[src/rtl/u41_wiring_eval_pkg.sv]
// Shared constants, wiring codes and FSM states for the universal-gate wiring blocks.
// Also used by the wiring ROM side, so code values must stay stable.
package u41_pkg;

    localparam int NPINS  = 10;
    localparam int CODE_W = 3;
    localparam int NIN    = 4;
    localparam int NVEC   = 1 << NIN;
    localparam int PIN_W  = 4;

    localparam logic [CODE_W-1:0] CODE_X0   = 3'd0;
    localparam logic [CODE_W-1:0] CODE_X1   = 3'd1;
    localparam logic [CODE_W-1:0] CODE_X2   = 3'd2;
    localparam logic [CODE_W-1:0] CODE_X3   = 3'd3;
    localparam logic [CODE_W-1:0] CODE_ZERO = 3'd4;
    localparam logic [CODE_W-1:0] CODE_ONE  = 3'd5;

    typedef enum logic [1:0] {
        IDLE  = 2'd0,
        SWEEP = 2'd1,
        DONE  = 2'd2
    } state_t;

    // Codes above CODE_ONE have no meaning on the gate
    function automatic logic code_is_legal(input logic [CODE_W-1:0] code);
        return code <= CODE_ONE;
    endfunction

endpackage

[src/rtl/u41_wiring_eval_if.sv]
// Load/start/result bus of the wiring evaluator plus its link to the external gate model.
interface u41_wiring_eval_if;
    import u41_pkg::*;

    logic                  load_valid;
    logic [PIN_W-1:0]      load_pin;
    logic [CODE_W-1:0]     load_code;
    logic                  start;
    logic                  busy;
    logic                  done;
    logic [NVEC-1:0]       func_out;
    logic                  err;
    logic [NPINS-1:0]      gate_in;
    logic                  gate_out;

    modport master (
        output load_valid, load_pin, load_code, start, gate_out,
        input  busy, done, func_out, err, gate_in
    );

    modport slave (
        input  load_valid, load_pin, load_code, start, gate_out,
        output busy, done, func_out, err, gate_in
    );

endinterface

[src/rtl/u41_pin_mux.sv]
// Per-pin selector: turns a wiring code and the current input vector into the pin level.
module u41_pin_mux
    import u41_pkg::*;
(
    input  logic [CODE_W-1:0] code,
    input  logic [NIN-1:0]    vec,
    output logic              pin_bit,
    output logic              illegal
);

    always_comb begin
        pin_bit = 1'b0;
        illegal = !code_is_legal(code);
        case (code)
            CODE_X0:   pin_bit = vec[0];
            CODE_X1:   pin_bit = vec[1];
            CODE_X2:   pin_bit = vec[2];
            CODE_X3:   pin_bit = vec[3];
            CODE_ZERO: pin_bit = 1'b0;
            CODE_ONE:  pin_bit = 1'b1;
            default:   pin_bit = 1'b0;
        endcase
    end

endmodule

[src/rtl/u41_wiring_eval.sv]
// Recovers the truth table realised by a pin wiring by sweeping all input vectors
// through the external gate model, one vector per cycle.
module u41_wiring_eval
    import u41_pkg::*;
(
    input  logic                clk,
    input  logic                rst,
    u41_wiring_eval_if.slave    bus
);

    localparam logic [PIN_W-1:0] LAST_PIN = PIN_W'(NPINS - 1);
    localparam logic [NIN-1:0]   LAST_VEC = '1;

    state_t             state_reg, state_next;
    logic [NIN-1:0]     counter_reg, counter_next;
    logic [NVEC-1:0]    acc_reg, acc_next;
    logic [NVEC-1:0]    func_reg, func_next;
    logic               done_reg, done_next;
    logic               err_reg, err_next;

    logic [CODE_W-1:0]  wiring_reg [NPINS];
    logic [NPINS-1:0]   gate_vec;
    logic [NPINS-1:0]   illegal_vec;

    logic               load_pin_ok;
    logic               load_en;

    assign load_pin_ok = bus.load_pin <= LAST_PIN;
    assign load_en     = (state_reg == IDLE) && bus.load_valid && load_pin_ok;

    // Wiring slots only change in IDLE, so they are frozen for the whole sweep
    generate
        for (genvar gi = 0; gi < NPINS; gi++) begin : g_pin
            always_ff @(posedge clk) begin
                if (rst) begin
                    wiring_reg[gi] <= CODE_ZERO;
                end else if (load_en && (bus.load_pin == PIN_W'(gi))) begin
                    wiring_reg[gi] <= bus.load_code;
                end
            end

            u41_pin_mux u_mux (
                .code    (wiring_reg[gi]),
                .vec     (counter_reg),
                .pin_bit (gate_vec[gi]),
                .illegal (illegal_vec[gi])
            );
        end
    endgenerate

    always_ff @(posedge clk) begin
        if (rst) begin
            state_reg   <= IDLE;
            counter_reg <= '0;
            acc_reg     <= '0;
            func_reg    <= '0;
            done_reg    <= 1'b0;
            err_reg     <= 1'b0;
        end else begin
            state_reg   <= state_next;
            counter_reg <= counter_next;
            acc_reg     <= acc_next;
            func_reg    <= func_next;
            done_reg    <= done_next;
            err_reg     <= err_next;
        end
    end

    always_comb begin
        state_next   = state_reg;
        counter_next = counter_reg;
        acc_next     = acc_reg;
        func_next    = func_reg;
        done_next    = 1'b0;
        err_next     = err_reg;

        case (state_reg)
            IDLE: begin
                if (bus.start) begin
                    state_next   = SWEEP;
                    counter_next = '0;
                    acc_next     = '0;
                    err_next     = 1'b0;
                end
                // A dropped load still flags even alongside a start
                if (bus.load_valid && !load_pin_ok) begin
                    err_next = 1'b1;
                end
            end
            SWEEP: begin
                acc_next[counter_reg] = bus.gate_out;
                counter_next          = counter_reg + 1'b1;
                if (|illegal_vec) begin
                    err_next = 1'b1;
                end
                if (counter_reg == LAST_VEC) begin
                    state_next = DONE;
                end
            end
            DONE: begin
                func_next  = acc_reg;
                done_next  = 1'b1;
                state_next = IDLE;
            end
            default: begin
                state_next = IDLE;
            end
        endcase
    end

    assign bus.busy     = (state_reg == SWEEP);
    assign bus.done     = done_reg;
    assign bus.func_out = func_reg;
    assign bus.err      = err_reg;
    assign bus.gate_in  = gate_vec;

endmodule

[src/flat_wrapper.sv]
// flat-port wrapper written by rule: the top's interface ports become plain ports
module u41_wiring_eval_flat import u41_pkg::*;
  (clk, rst, bus_load_valid, bus_load_pin, bus_load_code, bus_start, bus_gate_out, bus_busy, bus_done, bus_func_out, bus_err, bus_gate_in);
  u41_wiring_eval_if bus_i ();
  input  logic clk;
  input  logic rst;
  input wire logic [$bits(bus_i.load_valid)-1:0] bus_load_valid;
  input wire logic [$bits(bus_i.load_pin)-1:0] bus_load_pin;
  input wire logic [$bits(bus_i.load_code)-1:0] bus_load_code;
  input wire logic [$bits(bus_i.start)-1:0] bus_start;
  input wire logic [$bits(bus_i.gate_out)-1:0] bus_gate_out;
  output wire logic [$bits(bus_i.busy)-1:0] bus_busy;
  output wire logic [$bits(bus_i.done)-1:0] bus_done;
  output wire logic [$bits(bus_i.func_out)-1:0] bus_func_out;
  output wire logic [$bits(bus_i.err)-1:0] bus_err;
  output wire logic [$bits(bus_i.gate_in)-1:0] bus_gate_in;
  assign bus_i.load_valid = bus_load_valid;
  assign bus_i.load_pin = bus_load_pin;
  assign bus_i.load_code = bus_load_code;
  assign bus_i.start = bus_start;
  assign bus_i.gate_out = bus_gate_out;
  assign bus_busy = bus_i.busy;
  assign bus_done = bus_i.done;
  assign bus_func_out = bus_i.func_out;
  assign bus_err = bus_i.err;
  assign bus_gate_in = bus_i.gate_in;
  u41_wiring_eval u_core (.clk(clk), .rst(rst), .bus(bus_i));
endmodule
[config.mk]
export PLATFORM = sky130hd
export DESIGN_NAME = u41_wiring_eval_flat
export DESIGN_NICKNAME = d
export VERILOG_FILES = /design/src/rtl/u41_wiring_eval_pkg.sv /design/src/rtl/u41_wiring_eval_if.sv /design/src/rtl/u41_pin_mux.sv /design/src/rtl/u41_wiring_eval.sv /design/src/flat_wrapper.sv
export SDC_FILE = /design/constraint.sdc
export NUM_CORES = 1
export LEC_CHECK = 0
export CORE_MARGIN = 5
export CORE_UTILIZATION = 50
export CTS_BUF_LIST = sky130_fd_sc_hd__clkbuf_2
export CTS_CLUSTER_DIAMETER = 50
export DETAILED_ROUTE_END_ITERATION = 8
export GPL_TIMING_DRIVEN = 0
export HOLD_SLACK_MARGIN = 0.06
export PLACE_DENSITY = 0.82
export SETUP_SLACK_MARGIN = 0.3
export SLEW_MARGIN = 15
export SYNTH_ARGS = -nofsm -noshare
export SYNTH_HDL_FRONTEND = slang
export SYNTH_SLANG_ARGS = --single-unit
[constraint.sdc]
create_clock -name clk -period 4.6 [get_ports clk]
set_input_delay 1.38 -clock clk [delete_from_list [all_inputs] [get_ports clk]]
set_output_delay 1.38 -clock clk [all_outputs]
set_load 0.01 [all_outputs]
Word level (Yosys, flattened, before mapping)
Memories as Yosys holds them, arrays and structs flattened.
Cells that the tools add are included.
- input bits: 12
- bits in registers: 40
- memories: 1
- memory bits (writable): 30
- word-level logic and storage cells: 196
- $lt $le $gt $ge: 13
- mux-type cells: 67
- equal/unequal tests: 56
- bitwise gates (word level): 10
- reduce and logical (&&, ||, !) cells: 42
- $add $sub $neg: 1
- memory list (name ; words ; bits a word ; rd ports ; clocked after Yosys merged registers in ; wr ports ; RTL line ; RTL):
    u_core.wiring_reg ; 10 ; 3 ; 10 ; 0 ; 10 ; u41_wiring_eval.sv:21 ; logic [CODE_W-1:0] wiring_reg [NPINS];
- operators by type and width (kind ; count):
    $eq 3x2->1 const B ; 20
    $pmux 1 s5 ; 10
    $mux 1 ; 37
    $pmux 16 s2 ; 1
    $eq 3x1->1 const B ; 10
    $eq 3x3->1 const B ; 10
    $le 3x3->1 const B ; 10
    $logic_not 3->1 ; 10
    $mux 3 ; 10
    $bwmux 16 ; 1
    $eq 4x3->1 const B ; 4
    $mux 16 ; 1
    $logic_and 1x1->1 ; 14
    $eq 4x4->1 const B ; 3
    $logic_not 1->1 ; 11
    $or 1x1->1 ; 10
    $reduce_or 10->1 ; 1
    $eq 4x2->1 const B ; 2
    $pmux 4 s2 ; 1
    $lt 4x5->1 const B ; 1
    $add 4x1->4 const B ; 1
    $demux 1 s4 ; 1
    $eq 4x1->1 const B ; 1
    $ge 4x1->1 const B ; 1
    15 further kinds ; 18

Logic depth before layout (Yosys ltp)
- depth in word-level cells: 8
- mapped depth: 7
- gate-level depth less buffers: 5

Cells and area by module
Synthesis repeated with hierarchy kept, for this count alone.
- cells, all modules: 370
- area total of the unflattened synthesis: 3453.3 um^2
- by module, submodules not included (module ; cells an instance ; times used ; area each (um^2) ; seq. area each (um^2)):
    u41_wiring_eval ; 300 ; 1 ; 2990.4 ; 1701.6
    u41_pin_mux ; 7 ; 10 ; 46.3 ; 0.0

Worst setup path before layout
OpenSTA, ideal clock, no wires.
- path type: reg2out
- from: register u_core.counter_reg[2]
- to: output port bus_gate_in[0]
- data arrival time: 1.111 ns
- path buffers: 2
- required time: 3.220 ns
- slack: 2.109 ns
- cell stages (with the launch flop): 7
- cells stage by stage: dfxtp_1 > clkbuf_1 > mux2i_1 > nor2_1 > a21oi_1 > o21ai_0 > buf_4
- cells in the longest elaborated chain, start to end: 1
- RTL lines (element ; RTL line ; RTL):
    start: declaration ; u41_wiring_eval.sv:15 ; logic [NIN-1:0] counter_reg, counter_next;
    start signal: assignment ; u41_wiring_eval.sv:61 ; counter_reg <= counter_next;
    $pmux 1 s5 ; u41_pin_mux.sv:14 ; case (code)
    end: declaration ; flat_wrapper.sv:16 ; output wire logic [$bits(bus_i.gate_in)-1:0] bus_gate_in;
No other way between the ends.

Worst setup path after layout
- from: register u_core.counter_reg[2]
- to: output port bus_gate_in[7]
The elaborated chain is that of the path after synthesis.

==> flow_metrics.tcl <==
set metrics [dict create \
    status "complete, no violations" \
    crit_chain "clkbuf_1 > mux2i_1 > nor2_1 > a21oi_1 > o21ai_0 > buf_4 > clkdlybuf4s50_1" \
    die_w_um 93.86 \
    cts_buffers 9 \
    reg2reg_to "u_core.acc_reg[8]$_SDFFE_PP0P_" \
    startpoint "u_core.counter_reg[2]$_SDFFE_PP0P_" \
    hpwl_um 6021 \
    crit_fanout 10 \
    ys_ff_latch 70 \
    antenna_found_initial 0 \
    hold_buffers 0 \
    crit_end "bus_gate_in[7]" \
    cts.clk_slew.worst_paths_ps 200 \
    syn_area_per_cell_um2 9.228 \
    cts_max_level 3 \
    yosys_warnings 0 \
    diodes 0 \
    grt_pass1_vias 2923 \
    rr_worst_depth 6 \
    synth_area_um2 3516 \
    die-height_um 93.86 \
    synth_nets 397 \
    post_cts_buffers 0 \
    cp-end-kind "output pin" \
    clockBufferDepth 2 \
    worst_slew_pin_slew_ps 629.5 \
    async_flop_share 0 \
    yosysTopAreaCell "edfxtp_1" \
    r2r-start "u_core.counter_reg[1]$_SDFFE_PP0P_" \
    track_usage 0.1989 \
    totalWireLength_um 8526 \
    vias_per_cell 5.776 \
    min_period_ps 3953 \
    cp.depth 7 \
    final_max_slew_viol_count 0 \
    hold_violations 0 \
    p_comb_frac 0.107 \
    crit_family "buffers and inverters" \
    ys_seq_area_frac 0.4840 \
    crit_type "flip-flop to output pin" \
    nets 447 \
    setup_viol 0 \
    grt_max_degree 13 \
    largest_register_ffs 30 \
    p_clk_frac 0.302 \
    required_ps 3220 \
    rows 30 \
    max_cap_violations 0 \
    synthToLayoutAreaGrowth_pct 17.58 \
    final_cells 532 \
    initial_utilization 0.5147 \
    cts_tree "built" \
    drive_above_1_share 0.09174 \
    timing.critical_path.arrival_ps 2570 \
    tns_ps 0 \
    fin_skew_ps 20.25 \
    clk_latency_ps 500 \
    final_cell_mix "45 x a21oi_1, 43 x nand2_1, 40 x dfxtp_1, 39 x clkdlybuf4s50_1, 30 x edfxtp_1" \
    root_buffer "clkbuf_2" \
    p_leak_nw 1.485 \
    layout_commonest_cell "a21oi_1" \
    synth-edff-count 30 \
    p_sw_uw 300.6 \
    place_inst 516 \
    switching_share 0.2653 \
    p_per_area_nw_per_um2 274.1 \
    synthDominantCellAreaShare 0.2562 \
    slew_headroom 0.5803 \
    hp-class "flip-flop to flip-flop" \
    coreArea_um2 6832 \
    drt-initial-drc-count 253 \
    vias 3073 \
    gp_congestion 0.8869 \
    wl_per_cell_um 16.03 \
    die_area_um2 8809 \
    cpPeakStageDelay_ps 520 \
    startpoint_type "flip-flop" \
    drtAntennaViolNets 0 \
    numPortBuffers 39 \
    clock_sinks 70 \
    ios 41 \
    min_period_over_period 0.8593 \
    max_clock_freq_ghz 0.2530 \
    ir_drop_uv 122.9 \
    path_buf_inv 3 \
    intPower_uw 832.5 \
    first_pass_iters 5 \
    yosysUniqueCellTypes 43 \
    rsz0062_at_grt "no" \
    cp_slowest_cell "clkdlybuf4s50_1" \
    cts_resized 0 \
    seq_power_share 0.591 \
    synthTopCellsByArea "edfxtp_1 26%, dfxtp_1 23%, a21oi_1 6.4%" \
    syn_inst 381 \
    drc 0 \
    overflow 0 \
    whs_path_depth 2 \
    synth_flop_cell "dfxtp_1" \
    r2r_setup_slack_ps 2550 \
    grt_pass1_wl_um 13670 \
]
[cell usage after synthesis (11+ instances only)]
cell type   n
clkbuf_1   14
edfxtp_1   30
buf_4      14
o21ai_0    12
dfxtp_1    40
nand4_1    15
inv_1      13
o211ai_1   21
nand2_1    43
a21oi_1    45
and3_1     16
nor2_1     26
a21o_1     11
[per-stage QoR]
step / setup slack, ps / total power, mW / instance area, um2 / hold WS, ps / util
3_3_place_gp: 1255 / 0.7970 / 4026 / 440.4 / 0.5894
3_5_place_dp: 1248 / 0.8004 / 4026 / 445.2 / 0.5894
5_1_grt: 491.6 / 1.170 / 4134 / 485.5 / 0.6051
6_report: 647.0 / 1.133 / 4134 / 464.5 / 0.6051
2_1_floorplan: 2109 / 0.7517 / 3516 / 428.8 / -
4_1_cts: 669.4 / 1.132 / 4134 / 446.0 / 0.6051
[worst reg2reg max path: stages, from the launching register on]
cell and delay, ps:
dfxtp_1 510, clkbuf_1 510, inv_1 140, ha_1 290, nand2_1 190, o211ai_1 140
a21oi_1 180
[area by class of cell]
type | instances | area [um2]
well taps | 96 | 120.1
clock inverters | 7 | 62.56
fillers | 595 | 2698
flip-flops and latches | 70 | 1702
inverters | 13 | 48.80
plain buffers | 38 | 212.7
multi-input cells | 260 | 1553
clock buffers | 9 | 45.04
repair buffers | 39 | 390.4
[power groups by stage]
stage | combinational [mW] | sequential, mW | clock [mW]
5_1_grt | 0.130 | 0.671 | 0.369
6_report | 0.121 | 0.670 | 0.342
4_1_cts | 0.118 | 0.669 | 0.344
2_1_floorplan | 0.0717 | 0.680 | 0
3_5_place_dp | 0.118 | 0.683 | 0
3_3_place_gp | 0.115 | 0.682 | 0
[logic make-up after synthesis]
family,after synthesis,synth area share
buffers and inverters,51,0.07438
flip-flops,70,0.4840
multiplexers,11,0.03167
adder cells (fa/ha/maj),4,0.01424
XOR/XNOR,1,0.002492
AO/OA/AOI/OAI,102,0.1804
AND/OR/NAND/NOR,142,0.2128
[worst min-delay path by stage]
stage / startpoint / endpoint
3_5_place_dp: u_core.acc_reg[0]$_SDFFE_PP0P_ / u_core.bus.func_out[0]$_SDFFE_PP0P_
3_3_place_gp: u_core.acc_reg[3]$_SDFFE_PP0P_ / u_core.bus.func_out[3]$_SDFFE_PP0P_
2_1_floorplan: u_core.acc_reg[0]$_SDFFE_PP0P_ / u_core.bus.func_out[0]$_SDFFE_PP0P_
4_1_cts: u_core.acc_reg[0]$_SDFFE_PP0P_ / u_core.bus.func_out[0]$_SDFFE_PP0P_
6_report: u_core.acc_reg[10]$_SDFFE_PP0P_ / u_core.bus.func_out[10]$_SDFFE_PP0P_
5_1_grt: u_core.acc_reg[10]$_SDFFE_PP0P_ / u_core.bus.func_out[10]$_SDFFE_PP0P_
[per-layer routing]
| metal | GRT usage | up-vias | part of all wire |
|---|---|---|---|
| met5 | 0 | - | 0 |
| met4 | 0.09025 | 0 | 0.027 |
| met3 | 0.03285 | 26 | 0.066 |
| met2 | 0.3229 | 127 | 0.46 |
| met1 | 0.2594 | 1453 | 0.44 |
| li1 | - | 1467 | - |
Power figures use the tool's default switching activity.
